**src/rtl/primus_pkg.sv**
```systemverilog
// primus_pkg: shared types and constants for the primus fetch stage
package primus_pkg;
  localparam logic [31:0] NOP_INSTR = 32'h0000_0013;
  typedef enum logic [1:0] {BOOT, RUN, HALTED} fetch_state_e;
  typedef struct packed {
    logic [31:0] instr;
    logic [31:0] pc;
    logic [31:0] npc;
  } fetch_pkt_t;
endpackage

```
**src/rtl/primus_fetch_ctrl_if.sv**
```systemverilog
// primus_fetch_ctrl_if: inst_mem read port plus fetch-to-decode packet handshake
interface primus_fetch_ctrl_if #(parameter int IMEM_AW = 10);
  logic               imem_en_o;
  logic [IMEM_AW-1:0] imem_addr_o;
  logic [31:0]        imem_rdata_i;
  logic               if_valid_o;
  logic               if_ready_i;
  logic [31:0]        if_instr_o;
  logic [31:0]        if_pc_o;
  logic [31:0]        if_npc_o;
  modport master (output imem_en_o, imem_addr_o, if_valid_o, if_instr_o, if_pc_o, if_npc_o,
                  input imem_rdata_i, if_ready_i);
  modport slave  (input imem_en_o, imem_addr_o, if_valid_o, if_instr_o, if_pc_o, if_npc_o,
                  output imem_rdata_i, if_ready_i);
endinterface

```
**src/rtl/primus_fetch_skid.sv**
```systemverilog
// primus_fetch_skid: one-entry fetch packet skid buffer with flush
module primus_fetch_skid
  import primus_pkg::*;
(
  input  logic       clk_i,
  input  logic       rst_ni,
  input  logic       flush_i,
  input  logic       push_i,
  input  logic       pop_i,
  input  fetch_pkt_t din_i,
  output logic       valid_o,
  output fetch_pkt_t dout_o
);
  logic       r_valid;
  fetch_pkt_t r_pkt;
  always_ff @(posedge clk_i or negedge rst_ni) begin
    if (!rst_ni) begin
      r_valid <= 1'b0;
      r_pkt   <= '0;
    end else begin
      r_valid <= !flush_i & (push_i | (r_valid & !pop_i));
      if (push_i) r_pkt <= din_i;
    end
  end
  assign valid_o = r_valid;
  assign dout_o  = r_pkt;
endmodule

```
**src/rtl/primus_fetch_ctrl.sv**
```systemverilog
// primus_fetch_ctrl: PC sequencer feeding decode from a 1-cycle BRAM; PRIMUS_FETCH_MISALIGN_CHECK_EN traps misaligned redirects
module primus_fetch_ctrl
  import primus_pkg::*;
#(
  parameter logic [31:0] RESET_PC = 32'h0000_0000,
  parameter int          IMEM_AW  = 10
) (
  input  logic                clk_i,
  input  logic                rst_ni,
  input  logic                halt_i,
  input  logic                redirect_valid_i,
  input  logic [31:0]         redirect_pc_i,
  output logic                fetch_misalign_o,
  primus_fetch_ctrl_if.master bus
);
  fetch_state_e r_state, w_state_d;
  logic [31:0]  r_pc, r_iss_pc, w_redir_pc;
  logic         r_inflight, r_out_valid, w_skid_valid, w_issue, w_fire, w_take;
  logic         w_mis_req, w_mis_d, w_skid_push, w_skid_pop;
  logic [1:0]   w_occ;
  fetch_pkt_t   r_out, w_ret, w_skid_pkt;
  assign w_fire = r_out_valid & bus.if_ready_i;
  assign w_take = !r_out_valid | w_fire;
  assign w_occ  = 2'(r_out_valid) + 2'(w_skid_valid) + 2'(r_inflight);
  assign w_ret  = '{instr: bus.imem_rdata_i, pc: r_iss_pc, npc: r_iss_pc + 32'd4};
`ifdef PRIMUS_FETCH_MISALIGN_CHECK_EN
  logic r_mis;
  assign w_redir_pc = redirect_pc_i;
  assign w_mis_req  = redirect_valid_i & (redirect_pc_i[1:0] != 2'b00);
  assign w_mis_d    = redirect_valid_i ? w_mis_req : r_mis;
  always_ff @(posedge clk_i or negedge rst_ni) begin
    if (!rst_ni) r_mis <= 1'b0;
    else r_mis <= w_mis_d;
  end
  assign fetch_misalign_o = r_mis;
`else
  assign w_redir_pc       = redirect_pc_i & ~32'd3;
  assign w_mis_req        = 1'b0;
  assign w_mis_d          = 1'b0;
  assign fetch_misalign_o = 1'b0;
`endif
  always_ff @(posedge clk_i or negedge rst_ni) begin
    if (!rst_ni) r_state <= BOOT;
    else r_state <= w_state_d;
  end
  // a pending misalign flag pins the FSM in HALTED until an aligned redirect clears it
  always_comb begin
    w_state_d = r_state;
    if (w_mis_req) w_state_d = HALTED;
    else if (r_state == BOOT) w_state_d = RUN;
    else if (r_state == RUN && halt_i && !r_inflight) w_state_d = HALTED;
    else if (r_state == HALTED && !halt_i && !w_mis_d) w_state_d = RUN;
  end
  always_comb begin
    w_issue         = (r_state == RUN) & !halt_i & !redirect_valid_i & ((w_occ - {1'b0, w_fire}) < 2'd2);
    bus.imem_en_o   = w_issue;
    bus.imem_addr_o = w_issue ? r_pc[IMEM_AW+1:2] : '0;
  end
  assign w_skid_pop  = w_take & w_skid_valid;
  assign w_skid_push = r_inflight & !(w_take & !w_skid_valid);
  always_ff @(posedge clk_i or negedge rst_ni) begin
    if (!rst_ni) begin
      r_pc        <= RESET_PC;
      r_iss_pc    <= '0;
      r_inflight  <= 1'b0;
      r_out_valid <= 1'b0;
      r_out       <= '0;
    end else if (redirect_valid_i) begin
      r_pc        <= w_redir_pc;
      r_inflight  <= 1'b0;
      r_out_valid <= 1'b0;
    end else begin
      r_inflight <= w_issue;
      if (w_issue) begin
        r_pc     <= r_pc + 32'd4;
        r_iss_pc <= r_pc;
      end
      if (w_take) begin
        r_out_valid <= w_skid_valid | r_inflight;
        if (w_skid_valid) r_out <= w_skid_pkt;
        else if (r_inflight) r_out <= w_ret;
      end
    end
  end
  primus_fetch_skid u_skid (
    .clk_i   (clk_i),
    .rst_ni  (rst_ni),
    .flush_i (redirect_valid_i),
    .push_i  (w_skid_push),
    .pop_i   (w_skid_pop),
    .din_i   (w_ret),
    .valid_o (w_skid_valid),
    .dout_o  (w_skid_pkt)
  );
  assign bus.if_valid_o = r_out_valid;
  assign bus.if_instr_o = r_out_valid ? r_out.instr : NOP_INSTR;
  assign bus.if_pc_o    = r_out.pc;
  assign bus.if_npc_o   = r_out.npc;
endmodule

```
**src/flat_wrapper.sv**
```systemverilog
// flat-port wrapper written by rule: the top's interface ports become plain ports
module primus_fetch_ctrl_flat import primus_pkg::*;
#(
  parameter logic [31:0] RESET_PC = 32'h0000_0000,
  parameter int          IMEM_AW  = 10
)
  (clk_i, rst_ni, halt_i, redirect_valid_i, redirect_pc_i, fetch_misalign_o, bus_imem_en_o, bus_imem_addr_o, bus_if_valid_o, bus_if_instr_o, bus_if_pc_o, bus_if_npc_o, bus_imem_rdata_i, bus_if_ready_i);
  primus_fetch_ctrl_if #(.IMEM_AW(IMEM_AW)) bus_i ();
  input  logic clk_i;
  input  logic rst_ni;
  input  logic halt_i;
  input  logic redirect_valid_i;
  input  logic [31:0] redirect_pc_i;
  output logic fetch_misalign_o;
  output wire logic [$bits(bus_i.imem_en_o)-1:0] bus_imem_en_o;
  output wire logic [$bits(bus_i.imem_addr_o)-1:0] bus_imem_addr_o;
  output wire logic [$bits(bus_i.if_valid_o)-1:0] bus_if_valid_o;
  output wire logic [$bits(bus_i.if_instr_o)-1:0] bus_if_instr_o;
  output wire logic [$bits(bus_i.if_pc_o)-1:0] bus_if_pc_o;
  output wire logic [$bits(bus_i.if_npc_o)-1:0] bus_if_npc_o;
  input wire logic [$bits(bus_i.imem_rdata_i)-1:0] bus_imem_rdata_i;
  input wire logic [$bits(bus_i.if_ready_i)-1:0] bus_if_ready_i;
  assign bus_imem_en_o = bus_i.imem_en_o;
  assign bus_imem_addr_o = bus_i.imem_addr_o;
  assign bus_if_valid_o = bus_i.if_valid_o;
  assign bus_if_instr_o = bus_i.if_instr_o;
  assign bus_if_pc_o = bus_i.if_pc_o;
  assign bus_if_npc_o = bus_i.if_npc_o;
  assign bus_i.imem_rdata_i = bus_imem_rdata_i;
  assign bus_i.if_ready_i = bus_if_ready_i;
  primus_fetch_ctrl #(.RESET_PC(RESET_PC), .IMEM_AW(IMEM_AW)) u_core (.clk_i(clk_i), .rst_ni(rst_ni), .halt_i(halt_i), .redirect_valid_i(redirect_valid_i), .redirect_pc_i(redirect_pc_i), .fetch_misalign_o(fetch_misalign_o), .bus(bus_i));
endmodule
```
**config.mk**
```make
export PLATFORM = sky130hd
export DESIGN_NAME = primus_fetch_ctrl_flat
export DESIGN_NICKNAME = d
export VERILOG_FILES = /design/src/rtl/primus_pkg.sv /design/src/rtl/primus_fetch_ctrl_if.sv /design/src/rtl/primus_fetch_skid.sv /design/src/rtl/primus_fetch_ctrl.sv /design/src/flat_wrapper.sv
export SDC_FILE = /design/constraint.sdc
export NUM_CORES = 1
export LEC_CHECK = 0
export ABC_AREA = 1
export CORE_MARGIN = 10
export CORE_UTILIZATION = 30
export DETAILED_ROUTE_END_ITERATION = 6
export PLACE_DENSITY = 0.52
export REMOVE_ABC_BUFFERS = 1
export SLEW_MARGIN = 10
export SYNTH_ARGS = -nofsm -noshare
export SYNTH_HDL_FRONTEND = slang
export SYNTH_SLANG_ARGS = --single-unit
```
**constraint.sdc**
```tcl
create_clock -name clk_i -period 5.1 [get_ports clk_i]
set_input_delay 1.02 -clock clk_i [delete_from_list [all_inputs] [get_ports clk_i]]
set_output_delay 1.02 -clock clk_i [all_outputs]
set_load 0.05 [all_outputs]
```
==> After elaboration in Yosys (flattened, before gate mapping) <==
Index checks and enable logic that the tools add are counted.
{ "word_totals": {"word_cells": 62, "output_inout_bits": 109, "inputBits": 69, "ff_bits": 261} }
{ "classes": {"addsub": 5, "n_lt_le_gt_ge": 1, "n_mux": 12, "n_reduce_logical": 17, "n_bitwise": 13, "n_eq_ne": 2} }
{ "ops": {"columns": ["op", "count"], "rows": [
  ["96-bit two-way mux", 2],
  ["32-bit two-way mux", 3],
  ["32-bit by 3-bit adder with 32-bit output, second input constant", 2],
  ["10-bit two-way mux", 1],
  ["1-bit AND", 9],
  ["1-bit logical NOT", 7],
  ["2-bit two-way mux", 3],
  ["2-bit nonzero test", 3],
  ["1-bit logical AND", 3],
  ["1-bit two-way mux", 3],
  ["1-bit OR", 3],
  ["3-bit AND reduction", 1],
  ["3-bit nonzero test", 1],
  ["1-bit by 1-bit adder with 2-bit output", 1],
  ["2-bit by 1-bit adder with 2-bit output", 1],
  ["2-bit by 1-bit == test with 1-bit output, second input constant", 1],
  ["2-bit == test, second input constant", 1],
  ["2-bit logical NOT", 1],
  ["2-bit < comparator, second input constant", 1],
  ["2-bit AND reduction", 1],
  ["2-bit by 1-bit subtractor with 2-bit output", 1],
  ["1-bit NOT", 1]
]} }

==> Depth between registers and ports, before layout <==
Gate-level depths: netlist of run 1.
{ "logic_depth": {"depth_word": 7, "mapped_depth": 17, "depth_no_buf": 14} }

==> By module <==
From an unflattened synthesis of run 1, not the netlist that was laid out.
{ "hier_totals": {"cells_unflattened": 1773, "area_unflattened_um2": 13285.2} }
{ "modules_own_cells": {"columns": ["module", "cells_per_inst", "n_inst", "seq_area_each_um2", "area_each_um2"], "rows": [
  ["primus_fetch_ctrl", 1363, 1, 4003.8, 9614.2],
  ["primus_fetch_skid", 410, 1, 2427.3, 3671.0]
]} }

==> Least setup slack after synthesis of run 1 <==
Ideal clock, no wire load.
{ "synth_path": {"path_type": "input to output", "start": "input bus_if_ready_i", "end": "output bus_imem_addr_o[7]", "t_required_ns": 4.080, "cell_stages": 12, "setup_slack_ns": 1.156, "arrival_ns": 2.924, "n_path_buf": 2, "path_cell_list": "nand2_1 inv_1 ha_1 inv_1 ha_1 nand2_1 inv_1 o21bai_1 nand3_1 buf_4 buf_2 nor2_1"} }
{ "synth_between": {"elab_chain_cells": 5} }
{ "synth_lines": {"columns": ["element", "line", "rtl"], "rows": [
  ["from (decl)", "flat_wrapper.sv:22", "input wire logic [$bits(bus_i.if_ready_i)-1:0] bus_if_ready_i;"],
  ["1-bit AND", "primus_fetch_ctrl.sv:22", "assign w_fire = r_out_valid & bus.if_ready_i;"],
  ["2-bit by 1-bit subtractor with 2-bit output", "primus_fetch_ctrl.sv:55", "w_issue = (r_state == RUN) & !halt_i & !redirect_valid_i & ((w_occ - {1'b0, w_fire}) < 2'd2);"],
  ["2-bit < comparator", "primus_fetch_ctrl.sv:55", null],
  ["1-bit AND", "primus_fetch_ctrl.sv:55", null],
  ["10-bit two-way mux", "primus_fetch_ctrl.sv:57", "bus.imem_addr_o = w_issue ? r_pc[IMEM_AW+1:2] : '0;"],
  ["to (decl)", "flat_wrapper.sv:16", "output wire logic [$bits(bus_i.imem_addr_o)-1:0] bus_imem_addr_o;"]
]} }
No other way between the ends.

==> Worst setup path after layout of run 1 <==
{ "layout_path": {"start": "input bus_if_ready_i", "end": "output bus_imem_addr_o[0]"} }
Same word-level chain as after synthesis.

==> impl_metrics.csv, run 1 <==
group,metric,value,unit
layout,antenna_cells,0,
die,dieArea,50700,sq um
critical_path,crit_type,"in2out",
layout,layout_common_cells,"nand2_1 (566), dfrtp_1 (249), o21ai_0 (189), inv_1 (163), clkdlybuf4s50_1 (158)",
layout,finalInstanceArea,15600,sq um
die,ios,178,
critical_path,critPathLaunch,"bus_if_ready_i",
critical_path,setup.worst_path.end,"bus_imem_addr_o[0]",
critical_path,cp-start-kind,"input port",
timing,fin_crit,4.37,ns
critical_path,crit_buf_inv,7,
die,row_count,75,
power,p_leak,0.00760,uW
timing,fmax,229,MHz
timing,finalSetupViolCount,0,
logic_synthesis,synth_flop_cell,"dfrtp_1",
timing,slew_violations,0,
timing,finalCritPeriodShare,85.8,%
global_routing,groute.usage.overall,14.3,%
layout,multi_input_area,4940,sq um
logic_synthesis,synth_compound_area_share,12.7,%
detailed_routing,vias,10400,
critical_path,worst_path_dominant_cell_family,"buffers and inverters",
layout,finalNetCount,1831,
placed_design,dpl_worst_slack,0.741,ns
logic_synthesis,synthArstFlopShare,100,%
detailed_routing,drt_iter0_markers,913,
detailed_routing,drc,0,
logic_synthesis,synth-xor-area-share,1.39,%
power,p_per_area,545,nW/um^2
critical_path,rr_worst_depth,6,
clock_network,holdBufCountCts,0,
critical_path,reg2reg_from,"u_core.u_skid.valid_o",
logic_synthesis,yosysTopAreaCell,"dfrtp_1",
die,die_y,225,microns
logic_synthesis,synth_edf_count,0,
detailed_routing,wl_per_cell,15.6,microns
logic_synthesis,avgSynthCellArea,7.53,sq um
global_routing,antenna_found_initial,0,
placed_design,portBuffers,170,
global_routing,grt_pass1_wl,58400,microns
critical_path,worstSetupEndpointType,"primary output",
logic_synthesis,synth_top_family_by_area,"simple AND/OR/NAND/NOR gates",
logic_synthesis,ys_ff_latch,249,
clock_network,cts_tree,"done",
critical_path,rrSetupSlack,2.32,ns
clock_network,insertion_delay,0.56,ns
critical_path,path_common_cell,"inv_1",
hold_path,hp-class,"reg2reg",
detailed_routing,first_pass_iters,5,
layout,regArea,6230,sq um
die,initial_core_util,30.3,%
logic_synthesis,synth_area_leaders,"dfrtp_1 (49%), nand2_1 (17%), o21ai_0 (7.5%), inv_1 (4.8%), buf_4 (4.0%)",
timing,setup_ws,0.726,ns
critical_path,cp.required,4.08,ns
critical_path,critPathSlowestCell,"clkdlybuf4s50_1",
timing,fin_skew,0.0102,ns
critical_path,path_max_fanout,18,
logic_synthesis,postSynthCellCount,1678,
global_routing,grt_max_degree,114,
logic_synthesis,post_synth_fa_ha_maj_area_fraction,0.396,%
logic_synthesis,mappedNetlistArea,12600,sq um
layout,syn2layout_area_growth,23.4,%
clock_network,cts_setup_buffers,0,
power,max-vdd-ir-drop,218,uV
timing,fin_tns_setup,0,ns
layout,drive_above_1_share,5.11,%
die,fp.coreArea,41800,sq um
critical_path,crit_chain,"clkdlybuf4s50_1 > nand2_1 > inv_1 > ha_1 > inv_1 > ha_1 > nand2_1 > inv_1 > o21bai_1 > nand3_1 > inv_2 > nand2_1 > inv_1 > buf_12",
run,cap_viol_max_count,0,
timing,worst_pin_slew,0.999,ns
timing,max-slew-margin-rel,33.4,%
clock_network,cts-root-buf,"clkbuf_16",
critical_path,arrival,3.35,ns
detailed_routing,final_antenna_net_count,0,
layout,layout_commonest_cell,"nand2_1",
detailed_routing,viasPerCell,4.49,
clock_network,cts-resized-gates,0,
timing,rsz0062_at_grt,"false",
clock_network,clock_path_buffers,3,
die,die_w,225,microns
clock_network,numCtsBuffers,30,
clock_network,cts_sinks,249,
global_routing,grt_pass1_vias,10100,
clock_network,path_clk_slew,0.06,ns
logic_synthesis,ys.warnings.count,0,
placed_design,gp_congestion,0.842,
status,outcome,"finished, final reports clean",
timing,hold_viol,0,
logic_synthesis,yosysUniqueCellTypes,31,
logic_synthesis,synthMuxAreaShare,0,%
critical_path,critPathMaxStageDelay,0.45,ns
logic_synthesis,synthSimpleGateAreaFrac,24.4,%
placed_design,place_area,14500,sq um
logic_synthesis,synth_top_area_share,49.3,%
layout,nFillCells,4343,
placed_design,place_hpwl,25300,microns
clock_network,htreeDepth,1,
global_routing,grt_overflow_total,0,
logic_synthesis,ys_seq_area_share,49.3,%
power,finalPower,8500,uW
critical_path,reg2reg_to,"u_core.u_skid.dout_o[87]",
critical_path,path_depth,14,
detailed_routing,drt-total-wl,36200,microns
## how the worst min path moves through the flow
stage	startpoint	endpoint	slack, ns	depth (start not counted)
2_1_floorplan	u_core.u_skid.dout_o[6]	u_core.u_skid.dout_o[6]	0.44	2
3_3_place_gp	u_core.u_skid.dout_o[6]	u_core.u_skid.dout_o[6]	0.45	2
3_5_place_dp	u_core.u_skid.dout_o[6]	u_core.u_skid.dout_o[6]	0.46	2
4_1_cts	u_core.u_skid.dout_o[6]	u_core.u_skid.dout_o[6]	0.47	2
5_1_grt	u_core.r_out[92]	u_core.r_out[92]	0.50	2
6_report	u_core.u_skid.dout_o[6]	u_core.u_skid.dout_o[6]	0.47	2
## report_power, final
part	switching, uW	internal [uW]
Clock	857	1590
Combinational	1880	956
Sequential	505	2700
## metrics by stage
stage	hold WS (ns)	utilization, %	std cells
3_5_place_dp	0.458	34.6	2265
2_1_floorplan	0.437	-	1539
6_report	0.474	37.4	2319
3_3_place_gp	0.450	34.6	2265
4_1_cts	0.472	37.4	2319
5_1_grt	0.501	37.4	2319
## state kept, by name, indices dropped and copies added (netlist names)
name                   cells
u_core.u_skid.dout_o      92
u_core.r_iss_pc           30
u_core.r_pc               30
u_core.r_state             2
u_core.r_inflight          1
u_core.bus.if_npc_o       30
u_core.bus.if_valid_o      1
u_core.bus.if_pc_o        30
u_core.u_skid.valid_o      1
u_core.r_out              32
## synthesized netlist by cell type, types with 2 or more instances
| library cell | number |
|---|---|
| xor2_1 | 19 |
| nor2_1 | 116 |
| a31oi_1 | 11 |
| clkbuf_1 | 39 |
| dfrtp_1 | 249 |
| buf_4 | 67 |
| inv_1 | 163 |
| nor2_2 | 3 |
| a21oi_1 | 14 |
| and2_1 | 3 |
| o21a_1 | 3 |
| buf_6 | 2 |
| nand4_1 | 3 |
| nand3_1 | 87 |
| ha_1 | 4 |
| o211ai_1 | 8 |
| nand2_1 | 566 |
| buf_2 | 34 |
| inv_2 | 8 |
| o21ai_1 | 70 |
| nor3_1 | 4 |
| o21bai_1 | 8 |
| o21ai_0 | 189 |
## layout make-up
cell class	instances	share of cell area (%)
Sequential cell	249	39.9
Multi-Input combinational cell	1119	31.6
Timing Repair Buffer	187	12.6
Clock buffer	43	5.65
Tap cell	539	4.32
Inverter	171	4.16
Clock inverter	11	1.65
## layer usage
layer / GRT usage [%] / part of all wire (%)
met5: 0 / 0
met4: 3.05 / 1.4
met3: 2.46 / 5.0
met2: 22.9 / 45
met1: 19.7 / 48
## worst register-to-register path, stage by stage (launching register included)
cell and delay, ns:
dfrtp_1 0.53, inv_4 0.59, a21oi_4 0.23, inv_4 0.72, buf_4 0.47, nand2_1 0.08, o21ai_1 0.08
## kinds of logic (layout without fill, tap and decap cells)
| family | after synthesis | after routing |
|---|---|---|
| and+or+nand+nor | 784 | 784 |
| DFF | 249 | 249 |
| xor gates and xnor gates | 20 | 20 |
| adders and majority gates | 4 | 4 |
| buffers and inverters | 314 | 412 |
| AOI/OAI and AO/OA | 306 | 306 |
| other | 1 | 5 |
(Power assumes the default switching activity.)
==> run 2, diff against run 1 <==
PLACE_DENSITY = default   (was 0.52)
==> impl_metrics.csv, run 2 (synthesis results as in run 1) <==
group,metric,value,unit
status,outcome,"finished, final reports clean",
die,fp.coreArea,41800,sq um
placed_design,dpl_worst_slack,0.548,ns
clock_network,cts_sinks,249,
critical_path,path_common_cell,"inv_1",
global_routing,grt_pass1_vias,10200,
global_routing,met3_usage,2.65,%
clock_network,cts-resized-gates,0,
run,cap_viol_max_count,0,
timing,fin_crit,4.52,ns
critical_path,rr_worst_depth,5,
timing,max-slew-margin-rel,29.8,%
global_routing,antenna_found_initial,0,
timing,fmax,221,MHz
critical_path,crit_buf_inv,7,
layout,instances_no_fill,2324,
layout,finalInstanceArea,15600,sq um
die,dieArea,50700,sq um
critical_path,rrSetupSlack,2.43,ns
layout,layout_commonest_cell,"nand2_1",
power,max-vdd-ir-drop,304,uV
placed_design,dp.cells,2267,
detailed_routing,final_antenna_net_count,0,
clock_network,clock_path_buffers,3,
clock_network,holdBufCountCts,0,
detailed_routing,drc,0,
layout,multi_input_area,4940,sq um
timing,slew_violations,0,
placed_design,place_area,14500,sq um
die,die_w,225,microns
global_routing,grt_use_met2,22.6,%
die,ios,178,
layout,finalNetCount,1834,
die,die_y,225,microns
detailed_routing,first_pass_iters,5,
critical_path,setup.worst_path.end,"bus_imem_addr_o[0]",
critical_path,worstSetupEndpointType,"primary output",
global_routing,top_usage_layer,"met2",
critical_path,crit_chain,"clkdlybuf4s50_1 > nand2_1 > inv_1 > ha_1 > inv_1 > ha_1 > nand2_1 > inv_1 > o21bai_1 > nand3_1 > inv_2 > nand2_1 > inv_1 > buf_12",
clock_network,numCtsBuffers,31,
hold_path,hp-class,"reg2reg",
detailed_routing,wl_per_cell,15.4,microns
hold_path,min-delay-start,"u_core.u_skid.dout_o[6]",
global_routing,grt_max_degree,129,
clock_network,path_clk_slew,0.06,ns
detailed_routing,drt-total-wl,35900,microns
critical_path,crit_type,"in2out",
detailed_routing,vias,10700,
layout,antenna_cells,0,
critical_path,reg2reg_to,"u_core.bus.if_pc_o[15]",
timing,fin_skew,0.0169,ns
global_routing,use_met1,18.8,%
critical_path,arrival,3.50,ns
layout,layout_common_cells,"nand2_1 (566), dfrtp_1 (249), o21ai_0 (189), inv_1 (163), clkdlybuf4s50_1 (158)",
critical_path,critPathMaxStageDelay,0.47,ns
placed_design,portBuffers,170,
placed_design,place_hpwl,25500,microns
critical_path,cp.required,4.08,ns
global_routing,groute.usage.overall,14.0,%
detailed_routing,viasPerCell,4.58,
clock_network,cts_setup_buffers,0,
clock_network,htreeDepth,1,
clock_network,insertion_delay,0.57,ns
layout,drive_above_1_share,5.43,%
die,row_count,75,
timing,finalSetupViolCount,0,
power,p_per_area,544,nW/um^2
detailed_routing,drt_iter0_markers,783,
critical_path,reg2reg_from,"u_core.u_skid.valid_o",
timing,hold_viol,0,
timing,rsz0062_at_grt,"false",
critical_path,path_depth,14,
timing,worst_pin_slew,1.05,ns
die,initial_core_util,30.3,%
critical_path,cp-start-kind,"input port",
critical_path,worst_path_dominant_cell_family,"buffers and inverters",
clock_network,cts_tree,"done",
timing,finalCritPeriodShare,88.7,%
clock_network,cts-root-buf,"clkbuf_16",
layout,regArea,6230,sq um
critical_path,path_max_fanout,14,
global_routing,grt_pass1_wl,57600,microns
global_routing,grt_overflow_total,0,
layout,nFillCells,4278,
layout,syn2layout_area_growth,23.4,%
timing,setup_ws,0.576,ns
critical_path,critPathLaunch,"bus_if_ready_i",
critical_path,critPathSlowestCell,"clkdlybuf4s50_1",
placed_design,gp_congestion,0.868,
layout,largest_register_ffs,92,
power,p_leak,0.00762,uW
==> run 2: cell count changes in the layout (fill, tap and decap cells not counted), sizes merged <==
cell / change
clkinvlp: -1
clkinv: +4
buf: +2
inv: +1
bufinv: -1
==> run 2: stage by stage <==
| stage | util (%) | hold WS [ns] | setup TNS (ns) | total power (uW) |
|---|---|---|---|---|
| 2_1_floorplan | - | 0.437 | -0.402 | 4990 |
| 3_3_place_gp | 34.6 | 0.453 | 0 | 6060 |
| 3_5_place_dp | 34.6 | 0.460 | 0 | 6120 |
| 4_1_cts | 37.4 | 0.474 | 0 | 8610 |
| 5_1_grt | 37.4 | 0.502 | 0 | 9070 |
| 6_report | 37.4 | 0.473 | 0 | 8490 |
==> run 2: where the power goes <==
part           switching [uW]  leakage (uW)  internal [uW]
logic                    1900       0.00407            957
registers                 498       0.00298           2700
clock network             875      0.000565           1560
total                    3270       0.00762           5220
==> run 2: worst min path at each step <==
stage / slack, ns / cells past startpoint / end
5_1_grt: 0.50 / 2 / u_core.u_skid.dout_o[59]
3_3_place_gp: 0.45 / 2 / u_core.u_skid.dout_o[6]
6_report: 0.47 / 2 / u_core.u_skid.dout_o[6]
2_1_floorplan: 0.44 / 2 / u_core.u_skid.dout_o[6]
4_1_cts: 0.47 / 2 / u_core.u_skid.dout_o[6]
3_5_place_dp: 0.46 / 2 / u_core.u_skid.dout_o[6]
==> run 2: routing by layer <==
layer	vias up	share of wire, %
met5	-	0
met4	0	2.1
met3	52	5.4
met2	268	46
met1	4941	47
li1	5393	-
==> run 2: layout make-up <==
class                      instances  share of cell area [%]
tap                              539                    4.32
clock buffer                      43                    5.71
inverter                         171                    4.16
timing repair buffer             189                    12.6
sequential                       249                    39.9
multi-input combinational       1119                    31.6
clock inverter                    14                    1.60
==> run 2: worst register-to-register path, cell delays in order (launching register included) <==
cell	delay, ns
dfrtp_1	0.38
buf_4	0.25
inv_4	0.45
buf_4	0.94
o21ai_0	0.35
o21ai_0	0.22
